[src/rtl/cypher_emitter_pkg.sv]
// Shared cypher definitions: digit geometry defaults and emitter state encodings.
// The detector imports the same package so both sides agree on widths.
package cypher_emitter_pkg;

  localparam int unsigned CYPHER_DIGIT_W  = 4;
  localparam int unsigned CYPHER_N_DIGITS = 4;

  // Width of the inter-digit gap counter; GAP is limited to 0..15.
  localparam int unsigned GAP_CNT_W = 4;

  typedef enum logic [2:0] {
    StIdle = 3'b100,
    StSend = 3'b001,
    StGap  = 3'b010,
    StDone = 3'b011
  } state_e;

endpackage

[src/rtl/gap_counter.sv]
// Loadable down-counter timing the idle cycles between accepted digits.
module gap_counter #(
  parameter int unsigned W = 4
) (
  input  logic         clock,
  input  logic         reset,
  input  logic         load,
  input  logic         enable,
  input  logic [W-1:0] load_value,
  output logic         zero
);

  logic [W-1:0] count;

  // Load wins over counting; the count parks at zero.
  always_ff @(posedge clock or posedge reset) begin
    if (reset) begin
      count <= '0;
    end else if (load) begin
      count <= load_value;
    end else if (enable && (count != '0)) begin
      count <= count - 1'b1;
    end
  end

  assign zero = (count == '0);

endmodule

[src/rtl/cypher_emitter.sv]
// Emits a latched cypher one digit at a time, MSB-first, over a read/ready
// handshake, with optional idle gaps between digits and a done pulse at the end.
module cypher_emitter
  import cypher_emitter_pkg::*;
#(
  parameter int unsigned DIGIT_W  = CYPHER_DIGIT_W,
  parameter int unsigned N_DIGITS = CYPHER_N_DIGITS,
  parameter int unsigned GAP      = 0
) (
  input  logic                        clock,
  input  logic                        reset,
  input  logic                        start,
  input  logic                        abort,
  input  logic [DIGIT_W*N_DIGITS-1:0] cypher_in,
  input  logic                        ready,
  output logic [DIGIT_W-1:0]          digit_out,
  output logic                        read,
  output logic                        busy,
  output logic                        done
);

  localparam int unsigned CypherW = DIGIT_W * N_DIGITS;
  localparam int unsigned IdxW    = (N_DIGITS > 1) ? $clog2(N_DIGITS) : 1;
  localparam logic [IdxW-1:0]      LastIdx = IdxW'(N_DIGITS - 1);
  // The gap state lasts GAP cycles: count GAP-1 down to zero inclusive.
  localparam logic [GAP_CNT_W-1:0] GapLoad = GAP_CNT_W'((GAP > 0) ? GAP - 1 : 0);

  state_e              state;
  logic [IdxW-1:0]     idx;
  logic [CypherW-1:0]  cypher_q;
  logic                transfer;
  logic                gap_load;
  logic                gap_zero;

  // Digit 0 is the most significant digit of the cypher.
  function automatic logic [DIGIT_W-1:0] digit_at(input logic [CypherW-1:0] c,
                                                  input logic [IdxW-1:0]    i);
    return c[(N_DIGITS - 1 - 32'(i)) * DIGIT_W +: DIGIT_W];
  endfunction

  assign transfer = (state == StSend) && ready && !abort;
  assign gap_load = transfer && (idx != LastIdx) && (GAP > 0);

  gap_counter #(
    .W(GAP_CNT_W)
  ) u_gap_counter (
    .clock      (clock),
    .reset      (reset),
    .load       (gap_load),
    .enable     (state == StGap),
    .load_value (GapLoad),
    .zero       (gap_zero)
  );

  // Control FSM; every output is registered together with the state.
  always_ff @(posedge clock or posedge reset) begin
    if (reset) begin
      state     <= StIdle;
      idx       <= '0;
      cypher_q  <= '0;
      digit_out <= '0;
      read      <= 1'b0;
      busy      <= 1'b0;
      done      <= 1'b0;
    end else begin
      done <= 1'b0;
      unique case (state)
        StIdle: begin
          if (start && !abort) begin
            state     <= StSend;
            cypher_q  <= cypher_in;
            idx       <= '0;
            digit_out <= digit_at(cypher_in, '0);
            read      <= 1'b1;
            busy      <= 1'b1;
          end
        end
        StSend: begin
          if (abort) begin
            state     <= StIdle;
            digit_out <= '0;
            read      <= 1'b0;
            busy      <= 1'b0;
          end else if (ready) begin
            if (idx == LastIdx) begin
              state     <= StDone;
              digit_out <= '0;
              read      <= 1'b0;
              done      <= 1'b1;
            end else begin
              idx <= idx + 1'b1;
              if (GAP > 0) begin
                state     <= StGap;
                digit_out <= '0;
                read      <= 1'b0;
              end else begin
                digit_out <= digit_at(cypher_q, idx + 1'b1);
              end
            end
          end
        end
        StGap: begin
          if (abort) begin
            state <= StIdle;
            busy  <= 1'b0;
          end else if (gap_zero) begin
            state     <= StSend;
            digit_out <= digit_at(cypher_q, idx);
            read      <= 1'b1;
          end
        end
        StDone: begin
          // Abort is deliberately ignored here so the done pulse always completes.
          state <= StIdle;
          busy  <= 1'b0;
        end
        default: begin
          state     <= StIdle;
          digit_out <= '0;
          read      <= 1'b0;
          busy      <= 1'b0;
        end
      endcase
    end
  end

endmodule

[config.mk]
export PLATFORM = sky130hd
export DESIGN_NAME = cypher_emitter
export DESIGN_NICKNAME = d
export VERILOG_FILES = /design/src/rtl/cypher_emitter_pkg.sv /design/src/rtl/gap_counter.sv /design/src/rtl/cypher_emitter.sv
export SDC_FILE = /design/constraint.sdc
export NUM_CORES = 1
export LEC_CHECK = 0
export ABC_AREA = 1
export BUFFER_PORTS_ARGS = -buffer_cell sky130_fd_sc_hd__buf_2
export CAP_MARGIN = 40
export CORE_ASPECT_RATIO = 0.8
export CORE_MARGIN = 2
export CORE_UTILIZATION = 25
export DETAILED_ROUTE_END_ITERATION = 8
export RECOVER_POWER = 50
export SLEW_MARGIN = 30
export SYNTH_ARGS = -nofsm -noshare
export SYNTH_HDL_FRONTEND = slang
export SYNTH_HIERARCHICAL = 1
export SYNTH_SLANG_ARGS = --single-unit
[constraint.sdc]
create_clock -name clock -period 1.57 [get_ports clock]
set_input_delay 0.0785 -clock clock [delete_from_list [all_inputs] [get_ports clock]]
set_output_delay 0.0785 -clock clock [all_outputs]
set_load 0.1 [all_outputs]
==> results of run 1 <==
logic make-up (layout without fill, tap and decap cells):
kind of cell               after synthesis  in the layout  share of synthesized area (%)
AOI/OAI and AO/OA                       25             25                           6.85
adders and majority gates                2              2                           1.32
buffers and inverters                   51            100                           10.2
DFF                                     32             32                           42.2
other                                    1             12                          0.197
and+or+nand+nor                        174            174                           39.2
placed cells by master, fill, tap and decap left out, types with 3 or more instances in the layout:
master,synthesis,final
nand2_1,114,112
inv_1,36,32
dfrtp_1,31,31
buf_2,2,27
nand3_1,25,25
nor2_1,22,22
buf_4,0,17
a21oi_1,14,14
inv_2,8,12
conb_1,1,12
o21ai_1,6,6
clkbuf_8,0,6
o21ai_0,3,3
nand2_2,2,3
power by group:
| group | switching [mW] | internal [mW] | total (mW) |
|---|---|---|---|
| registers | 0.153 | 1.13 | 1.29 |
| logic | 1.43 | 0.628 | 2.06 |
| clock network | 0.303 | 0.357 | 0.660 |
per-layer routing:
layer / routed length (um) / track usage (%) / vias up
li1: - / - / 979
met1: 2550 / 18.2 / 794
met2: 1840 / 17.5 / 34
met3: 209 / 3.06 / 4
met4: 57 / 5.14 / 0
met5: 0 / 0 / -
final timing paths:
path	start	to	slack [ns]	cells past startpoint
max	u_gap_counter/count[0]	digit_out[2]	0.000002	11
min	cypher_in[7]	cypher_q[7]	0.04	3
max reg2reg	u_gap_counter/count[0]	digit_out[2]	0.000002	11
min reg2reg	digit_out[2]	digit_out[2]	0.48	2
max in group asynchronous	reset	cypher_q[15]	0.55	4
min in group asynchronous	reset	u_gap_counter/count[1]	0.24	3
sequential cells by signal, indices dropped and copies added, names as in the netlist:
register,count
cypher_q,16
digit_out,4
u_gap_counter/count,4
state,3
idx,2
busy,1
done,1
read,1
timing repair:
action / CTS / global route
cloned: 0 / 0
endpoints found under the setup margin: 5 / 6
resized for setup: 5 / 5
pin swaps: 7 / 6
buffers inserted: 3 / 3
endpoints found under the hold margin: 31 / 0
hold buffers: 1 / 0
layout make-up:
type | count | area share (%)
tap | 105 | 5.33
multi-input combinational | 213 | 39.5
sequential | 32 | 32.6
inverter | 45 | 6.86
clock buffer | 8 | 3.66
timing repair buffer | 47 | 12.1
critical path, delay by kind of cell, from the launching register on:
| family | cells | cell delay, ns |
|---|---|---|
| buffers and inverters | 4 | 0.25 |
| adder cells (fa/ha/maj) | 1 | 0.15 |
| AO/OA/AOI/OAI | 1 | 0.20 |
| flip-flops | 1 | 0.40 |
| AND/OR/NAND/NOR | 5 | 0.43 |
through the flow:
step / TNS (ns) / cells
detailed placement: -0.372 / 435
finish: 0 / 450
global route: -0.603 / 450
CTS: -0.0205 / 447
floorplan: 0 / 296
global placement: 0 / 435
==> out/metrics.cfg, run 1 <==
[clock_network]
cts_tree = done
htree_levels = 2
cts_buffer_depth = 2
cts.sinks = 32
path_clk_slew_ns = 0.07
cts-root-buf = clkbuf_8
numCtsBuffers = 5
worst_skew_pair.late_latency_ns = 0.28

[floorplan]
initial_core_util_pct = 25.7
rows = 28
dieArea_um2 = 8320
die_height_um = 82.0
coreArea_um2 = 7390
num_io_pins = 28
fp.dieW_um = 101

[sta]
rsz0062_at_grt = true
holdWs_ns = 0.0367
setup_viol = 0
slew_violations = 0
clock-skew-final_ns = 0.00572
period_share_pct = 100
finalCriticalPeriod_ns = 1.57
hold_violations = 0
fin_ws_ns = 0.00000222
timing.fmax_mhz = 637
worstMarginPinSlew_ns = 0.727
max_slew_margin_pct = 51.5

[logic_synthesis]
synth.largest_area_cell = dfrtp_1
synth_area_leaders = dfrtp_1 41%, nand2_1 23%, inv_1 7.1%
avgSynthCellArea_um2 = 6.67
yosys_warnings = 6
yosysSeqAreaShare_pct = 42.2
yosysMostFrequentCell = nand2_1
ys_top_cells_by_count = 114 x nand2_1, 36 x inv_1, 31 x dfrtp_1, 25 x nand3_1, 22 x nor2_1
async_flop_share_pct = 100
ys.flop_type = dfrtp_1
syn_inst = 285
mappedNetlistArea_um2 = 1900
synth_top_cell_area_share_pct = 40.8
synth_cell_types = 26
ys_ff_latch = 32
synth_edf_count = 0

[global_route]
grt_pass1_wl_um = 8020
antenna_found_initial = 0
globalRouteTotalUtil_pct = 12.5
grt-ovfl-total = 0
grt_pass1_vias = 1703
grt_max_degree = 34

[place]
dp_hpwl_um = 3390
post-place-ws_ns = -0.0868
portBuffers = 27
gp_congestion = 0.876
placed_area_um2 = 2290

[cells_and_area]
drive_gt1_share_pct = 22.3
multi_input_area_um2 = 973
fillCellCount = 806
seq_area_um2 = 802
nNetsFinal = 367
stdcell_area_um2 = 2460
areaGrowthSynthToFinish_pct = 29.6
diodes = 0
final_core_util_pct = 33.3

[drt]
ant_nets = 0
drc = 0
drt-vias-per-instance = 4.02
drtIter0Drc = 73
dr.pass1.iters = 4
vias = 1811
wirelength_um = 4650
routedWlPerCell_um = 10.3

[worst_setup_path]
cpPeakStageDelay_ns = 0.40
critPathKind = register to register
end_kind = register
path_max_fanout = 6
worst_path_max_delay_cell = dfrtp_1
worstSetupStartpointType = register
worstPathRequired_ns = 1.74
crit_arrival_ns = 1.74
path_cells = inv_2 > ha_4 > nand2_4 > inv_2 > inv_2 > o211ai_1 > nand2_1 > nor2_4 > inv_2 > nand2_1 > nand2_1
cp_common_cell = inv_2

[min_path]
hold_path.class = input port to register

[status]
status = completed

[pwr]
ir_worst_vdd_mv = 0.781
total_power_mw = 4.00
p_leak_nw = 1.37
power_density_nw_per_um2 = 1630

[job]
maxCapViolCount = 0

No activity file was read; power rests on OpenSTA's default activity.
==> run 2: changes to the inputs <==
- CELL_PAD_IN_SITES_DETAIL_PLACEMENT: unset -> 2
- CELL_PAD_IN_SITES_GLOBAL_PLACEMENT: unset -> 2
- PLACE_DENSITY_LB_ADDON: unset -> 0.1
==> run 2 against run 1 <==
Effect of this change:
- final area up 5.2%
- setup slack better by 0.019 ns
- non-clock buffer count up 9
- global-route usage up 4.1 points
- largest power group unchanged
- clock power down 6.2%
- critical path depth down 3
- register-to-register slack better by 0.02 ns
==> out/metrics.cfg, run 2 (same netlist as run 1, synthesis figures left out) <==
[drt]
drt-vias-per-instance = 4.24  ; was 4.02
drc = 0  ; unchanged
wirelength_um = 6150  ; was 4650 um
dr.pass1.iters = 4  ; unchanged
drtIter0Drc = 61  ; was 73
ant_nets = 0  ; unchanged
routedWlPerCell_um = 13.4  ; was 10.3 um
vias = 1942  ; was 1811

[pwr]
total_power_mw = 4.32  ; was 4.00 mW
p_leak_nw = 1.42  ; was 1.37 nW
ir_worst_vdd_mv = 0.843  ; was 0.781 mV
power_density_nw_per_um2 = 1670  ; was 1630 nW/um2

[place]
portBuffers = 27  ; unchanged
post-place-ws_ns = -0.111  ; was -0.0868 ns
gp_congestion = 0.750  ; was 0.876
numPlacedInstances = 442  ; was 435
dp_hpwl_um = 4600  ; was 3390 um

[sta]
setup_tns_ns = 0  ; unchanged
period_share_pct = 98.8  ; was 100%
max_slew_margin_pct = 47.8  ; was 51.5%
timing.fmax_mhz = 645  ; was 637 MHz
rsz0062_at_grt = true  ; unchanged
finalCriticalPeriod_ns = 1.55  ; was 1.57 ns
clock-skew-final_ns = 0.00691  ; was 0.00572 ns
setup_viol = 0  ; unchanged
worstMarginPinSlew_ns = 0.783  ; was 0.727 ns
fin_ws_ns = 0.0188  ; was 0.00000222 ns
slew_violations = 0  ; unchanged
hold_violations = 0  ; unchanged

[cells_and_area]
fillCellCount = 895  ; was 806
nNetsFinal = 376  ; was 367
final_common_cell = nand2_1  ; unchanged
seq_area_um2 = 802  ; unchanged
largestRegisters = cypher_q: 16 flops, digit_out: 4 flops, u_gap_counter/count: 4 flops  ; unchanged
top_register = cypher_q  ; unchanged
largest_register_ff_count = 16  ; unchanged
multi_input_area_um2 = 1030  ; was 973 um2
layout_common_cells = 107 x nand2_1, 31 x dfrtp_1, 30 x inv_1  ; was 112 x nand2_1, 32 x inv_1, 31 x dfrtp_1
final_cells = 458  ; was 450
diodes = 0  ; unchanged
drive_gt1_share_pct = 28.6  ; was 22.3%
areaGrowthSynthToFinish_pct = 36.4  ; was 29.6%

[clock_network]
worst_skew_pair.late_latency_ns = 0.28  ; about the same
cts_buffer_depth = 2  ; unchanged
cts-root-buf = clkbuf_8  ; unchanged
cts.sinks = 32  ; unchanged
path_clk_slew_ns = 0.07  ; about the same
htree_levels = 2  ; unchanged
cts_tree = done  ; unchanged
numCtsBuffers = 5  ; unchanged

[floorplan]
coreArea_um2 = 7390  ; unchanged
rows = 28  ; unchanged
dieArea_um2 = 8320  ; unchanged
die_height_um = 82.0  ; unchanged
fp.dieW_um = 101  ; unchanged
initial_core_util_pct = 25.7  ; unchanged
num_io_pins = 28  ; unchanged

[worst_setup_path]
path_max_fanout = 4  ; was 6
worstPathRequired_ns = 1.75  ; was 1.74 ns
critPathKind = register to register  ; unchanged
worst_path_max_delay_cell = dfstp_2  ; was dfrtp_1
cp_common_cell = nand2_1  ; was inv_2
end_kind = register  ; unchanged
path_cells = inv_2 > nor3_4 > nand2_2 > nand2_1 > nor2_4 > buf_6 > nand2_1 > nand2_1  ; was inv_2 > ha_4 > nand2_4 > inv_2 > inv_2 > o211ai_1 > nand2_1 > nor2_4 > inv_2 > nand2_1 > nand2_1
crit_arrival_ns = 1.73  ; was 1.74 ns
worstSetupStartpointType = register  ; unchanged
cpPeakStageDelay_ns = 0.58  ; was 0.40 ns

[min_path]
hold_path.class = input port to register  ; unchanged

[global_route]
antenna_found_initial = 0  ; unchanged
grt-ovfl-total = 0  ; unchanged
grt_max_degree = 34  ; unchanged
grt_pass1_wl_um = 10700  ; was 8020 um
grt_pass1_vias = 2139  ; was 1703
globalRouteTotalUtil_pct = 16.6  ; was 12.5%

[status]
status = completed  ; unchanged

[job]
maxCapViolCount = 0  ; unchanged

-- run 2: area by class of cell --
| class | count | area share [%] |
|---|---|---|
| clock inverter | 1 | 0.193 |
| inverter | 45 | 6.61 |
| sequential | 32 | 30.9 |
| clock buffer | 6 | 2.80 |
| tap | 105 | 5.07 |
| timing repair buffer | 56 | 14.5 |
| multi-input combinational | 213 | 39.9 |
-- run 2: per-layer routing --
| metal | share of wire [%] | global-route usage (%) | vias up |
|---|---|---|---|
| met4 | 0.75 | 3.65 | 0 |
| li1 | - | - | 991 |
| met3 | 3.6 | 2.64 | 4 |
| met5 | 0 | 0 | - |
| met2 | 44 | 26.2 | 25 |
| met1 | 51 | 23.8 | 922 |
-- run 2: through the flow --
step	hold slack [ns]	instance area, um2	utilization (%)
3_3_place_gp	-0.0190	2350	31.7
3_5_place_dp	-0.0123	2350	31.7
4_1_cts	0.0327	2480	33.5
2_1_floorplan	-0.155	1940	-
6_report	0.0381	2590	35.1
5_1_grt	0.0423	2590	35.1
-- run 2: worst paths after layout --
kind | from | end | slack, ns | cells past startpoint
min in group asynchronous | reset | u_gap_counter/count[3] | 0.22 | 3
max reg2reg | state[2] | digit_out[0] | 0.02 | 8
max | state[2] | digit_out[0] | 0.02 | 8
min | cypher_in[4] | cypher_q[4] | 0.04 | 3
min reg2reg | cypher_q[12] | cypher_q[12] | 0.49 | 2
max in group asynchronous | reset | cypher_q[2] | 0.51 | 4
-- run 2: worst max-delay path, delay by kind of cell (launching register included) --
family / cells / cell delay [ns]
DFF: 1 / 0.58
buffers and inverters: 2 / 0.18
and+or+nand+nor: 6 / 0.67
-- run 2: repair_timing --
| action | CTS | global route |
|---|---|---|
| hold buffers | 1 | 0 |
| pin swaps | 4 | 10 |
| resized for setup | 8 | 24 |
| buffers inserted | 3 | 5 |
| endpoints found under the setup margin | 5 | 10 |
| hold endpoints to repair | 31 | 0 |
-- run 2: power by group --
group          total [mW]  switching [mW]  internal, mW
Clock               0.619           0.317         0.302
Sequential           1.29           0.159          1.13
Combinational        2.41            1.60         0.802
==> run 3: changes to the inputs <==
- CELL_PAD_IN_SITES_DETAIL_PLACEMENT: 2 -> 1
- CORE_ASPECT_RATIO: 0.8 -> 0.9
- clock period: 1.57 -> 1.3 ns (I/O delays scaled with it)
==> run 3 against run 2 <==
Effect of this change:
- the flow now finishes with violations (negative setup slack)
- via count up 4.8%
- non-clock buffer count is 16 higher
- first-iteration DRC count is 20% lower
- core utilization up 4.6 points
- cell count up 1.5%
- routed wire length about the same
- setup slack worse by 0.35 ns
- clock skew barely moved
- global-route usage down 0.72 points
- critical path type unchanged
==> out/metrics.cfg, run 3 (same netlist as run 1, synthesis figures left out) <==
[cells_and_area]
layout_common_cells = 106 x nand2_1, 30 x inv_1, 30 x buf_4  ; was 107 x nand2_1, 31 x dfrtp_1, 30 x inv_1
drive_gt1_share_pct = 37.9  ; was 28.6%
final_common_cell = nand2_1  ; unchanged
stdcell_area_um2 = 2960  ; was 2590 um2
final_core_util_pct = 39.6  ; was 35.1%
largest_register_ff_count = 16  ; unchanged
nNetsFinal = 392  ; was 376
diodes = 0  ; unchanged
largestRegisters = cypher_q: 16 flops, digit_out: 4 flops, u_gap_counter/count: 4 flops  ; unchanged
top_register = cypher_q  ; unchanged
areaGrowthSynthToFinish_pct = 55.8  ; was 36.4%
final_cells = 465  ; was 458

[global_route]
grt_pass1_vias = 2165  ; was 2139
globalRouteTotalUtil_pct = 15.9  ; was 16.6%
use_met1_pct = 20.2  ; was 23.8%
top_usage_layer = met2  ; unchanged
grt_max_degree = 29  ; was 34
grtUsageMet3_pct = 3.04  ; was 2.64%
antenna_found_initial = 0  ; unchanged
use_met2_pct = 27.2  ; was 26.2%
grt_pass1_wl_um = 10100  ; was 10700 um
grt-ovfl-total = 0  ; unchanged

[drt]
drc = 0  ; unchanged
ant_nets = 0  ; unchanged
routedWlPerCell_um = 13.2  ; was 13.4 um
drtIter0Drc = 49  ; was 61
vias = 2036  ; was 1942
drt-vias-per-instance = 4.38  ; was 4.24
dr.pass1.iters = 4  ; unchanged
wirelength_um = 6140  ; was 6150 um

[sta]
hold_violations = 0  ; unchanged
period_share_pct = 125  ; was 98.8%
worstMarginPinSlew_ns = 0.782  ; was 0.783 ns
setup_viol = 30  ; was 0
slew_violations = 0  ; unchanged
max_slew_margin_pct = 47.9  ; was 47.8%
timing.fmax_mhz = 615  ; was 645 MHz
fin_ws_ns = -0.326  ; was 0.0188 ns
clock-skew-final_ns = 0.00727  ; was 0.00691 ns
rsz0062_at_grt = true  ; unchanged
finalCriticalPeriod_ns = 1.63  ; was 1.55 ns

[job]
maxCapViolCount = 0  ; unchanged

[worst_setup_path]
rr_endpoint = digit_out[3]  ; was digit_out[0]
worstSetupStartpointType = register  ; unchanged
reg2reg_slack_ns = -0.33  ; was 0.02 ns
end_kind = register  ; unchanged
critPathKind = register to register  ; unchanged
path_max_fanout = 6  ; was 4
reg2reg_depth = 11  ; was 8
timing.critical_path.from = u_gap_counter/count[0]  ; was state[2]
crit_arrival_ns = 1.84  ; was 1.73 ns
cp-endpoint = digit_out[3]  ; was digit_out[0]
worstPathRequired_ns = 1.52  ; was 1.75 ns
timing.rr.start = u_gap_counter/count[0]  ; was state[2]

[clock_network]
cts_buffer_depth = 2  ; unchanged
cts_tree = done  ; unchanged
cts.sinks = 32  ; unchanged
numCtsBuffers = 5  ; unchanged
path_clk_slew_ns = 0.07  ; about the same
cts-root-buf = clkbuf_8  ; unchanged
htree_levels = 2  ; unchanged
worst_skew_pair.late_latency_ns = 0.28  ; about the same

[floorplan]
num_io_pins = 28  ; unchanged
die_height_um = 86.7  ; was 82.0 um
initial_core_util_pct = 25.4  ; was 25.7%
coreArea_um2 = 7470  ; was 7390 um2
fp.dieW_um = 95.9  ; was 101 um
dieArea_um2 = 8320  ; about the same
rows = 30  ; was 28

[status]
status = complete, but fails checks  ; was completed
violations = negative setup slack

[place]
portBuffers = 27  ; unchanged
numPlacedInstances = 441  ; was 442
post-place-ws_ns = -0.259  ; was -0.111 ns
gp_congestion = 0.740  ; was 0.750
placed_area_um2 = 2450  ; was 2350 um2
dp_hpwl_um = 4120  ; was 4600 um

[min_path]
hold_path.class = input port to register  ; unchanged

[pwr]
ir_worst_vdd_mv = 0.858  ; was 0.843 mV
power_density_nw_per_um2 = 1990  ; was 1670 nW/um2
p_leak_nw = 1.58  ; was 1.42 nW

## run 3: metal layers
| layer | routed length, um | vias up |
|---|---|---|
| met1 | 2860 | 978 |
| li1 | - | 1029 |
| met2 | 3060 | 23 |
| met5 | 0 | - |
| met4 | 80 | 0 |
| met3 | 144 | 6 |
## run 3: what timing repair did
| action | in CTS | in global routing |
|---|---|---|
| endpoints found under the hold margin | 31 | 0 |
| hold buffers | 1 | 0 |
| endpoints found under the setup margin | 30 | 31 |
| resized for setup | 37 | 22 |
| setup buffers | 8 | 7 |
| gates cloned | 3 | 0 |
| pin swaps | 20 | 15 |
## run 3: worst min-delay path by stage
stage | depth (start not counted) | slack, ns | startpoint | to
2_1_floorplan | 1 | -0.17 | reset | u_gap_counter/count[0]
3_3_place_gp | 2 | -0.02 | reset | u_gap_counter/count[2]
3_5_place_dp | 2 | -0.01 | reset | u_gap_counter/count[2]
4_1_cts | 3 | 0.01 | cypher_in[7] | cypher_q[7]
5_1_grt | 3 | 0.03 | cypher_in[9] | cypher_q[9]
6_report | 3 | 0.02 | cypher_in[8] | cypher_q[8]
## run 3: report_power, final
part / internal (mW) / switching, mW
clock network: 0.472 / 0.377
registers: 1.37 / 0.183
logic: 1.37 / 2.11
## run 3: cell type report
cell class / instances / area, um2
fill: 944 / 4510
multi-input combinational: 213 / 1170
sequential: 32 / 805
timing repair buffer: 72 / 599
inverter: 45 / 171
tap: 96 / 120
clock buffer: 7 / 96.3
## run 3: metrics by stage
| stage | power (mW) | TNS [ns] | hold WS, ns |
|---|---|---|---|
| after floorplan | 3.49 | -3.23 | -0.169 |
| after global placement | 4.24 | -2.74 | -0.0196 |
| after detailed placement | 4.26 | -2.93 | -0.0115 |
| after CTS | 5.68 | -4.57 | 0.0142 |
| after global routing | 6.37 | -8.14 | 0.0260 |
| final | 5.89 | -5.26 | 0.0247 |
## run 3: critical path: stages (launching register included)
cell and delay, ns:
dfrtp_1 0.38, inv_2 0.07, ha_4 0.14, nand2_4 0.05
inv_2 0.06, inv_2 0.03, o211ai_1 0.24, nand2_1 0.14
nor2_4 0.21, buf_4 0.14, nand2_1 0.04, nand2_1 0.06
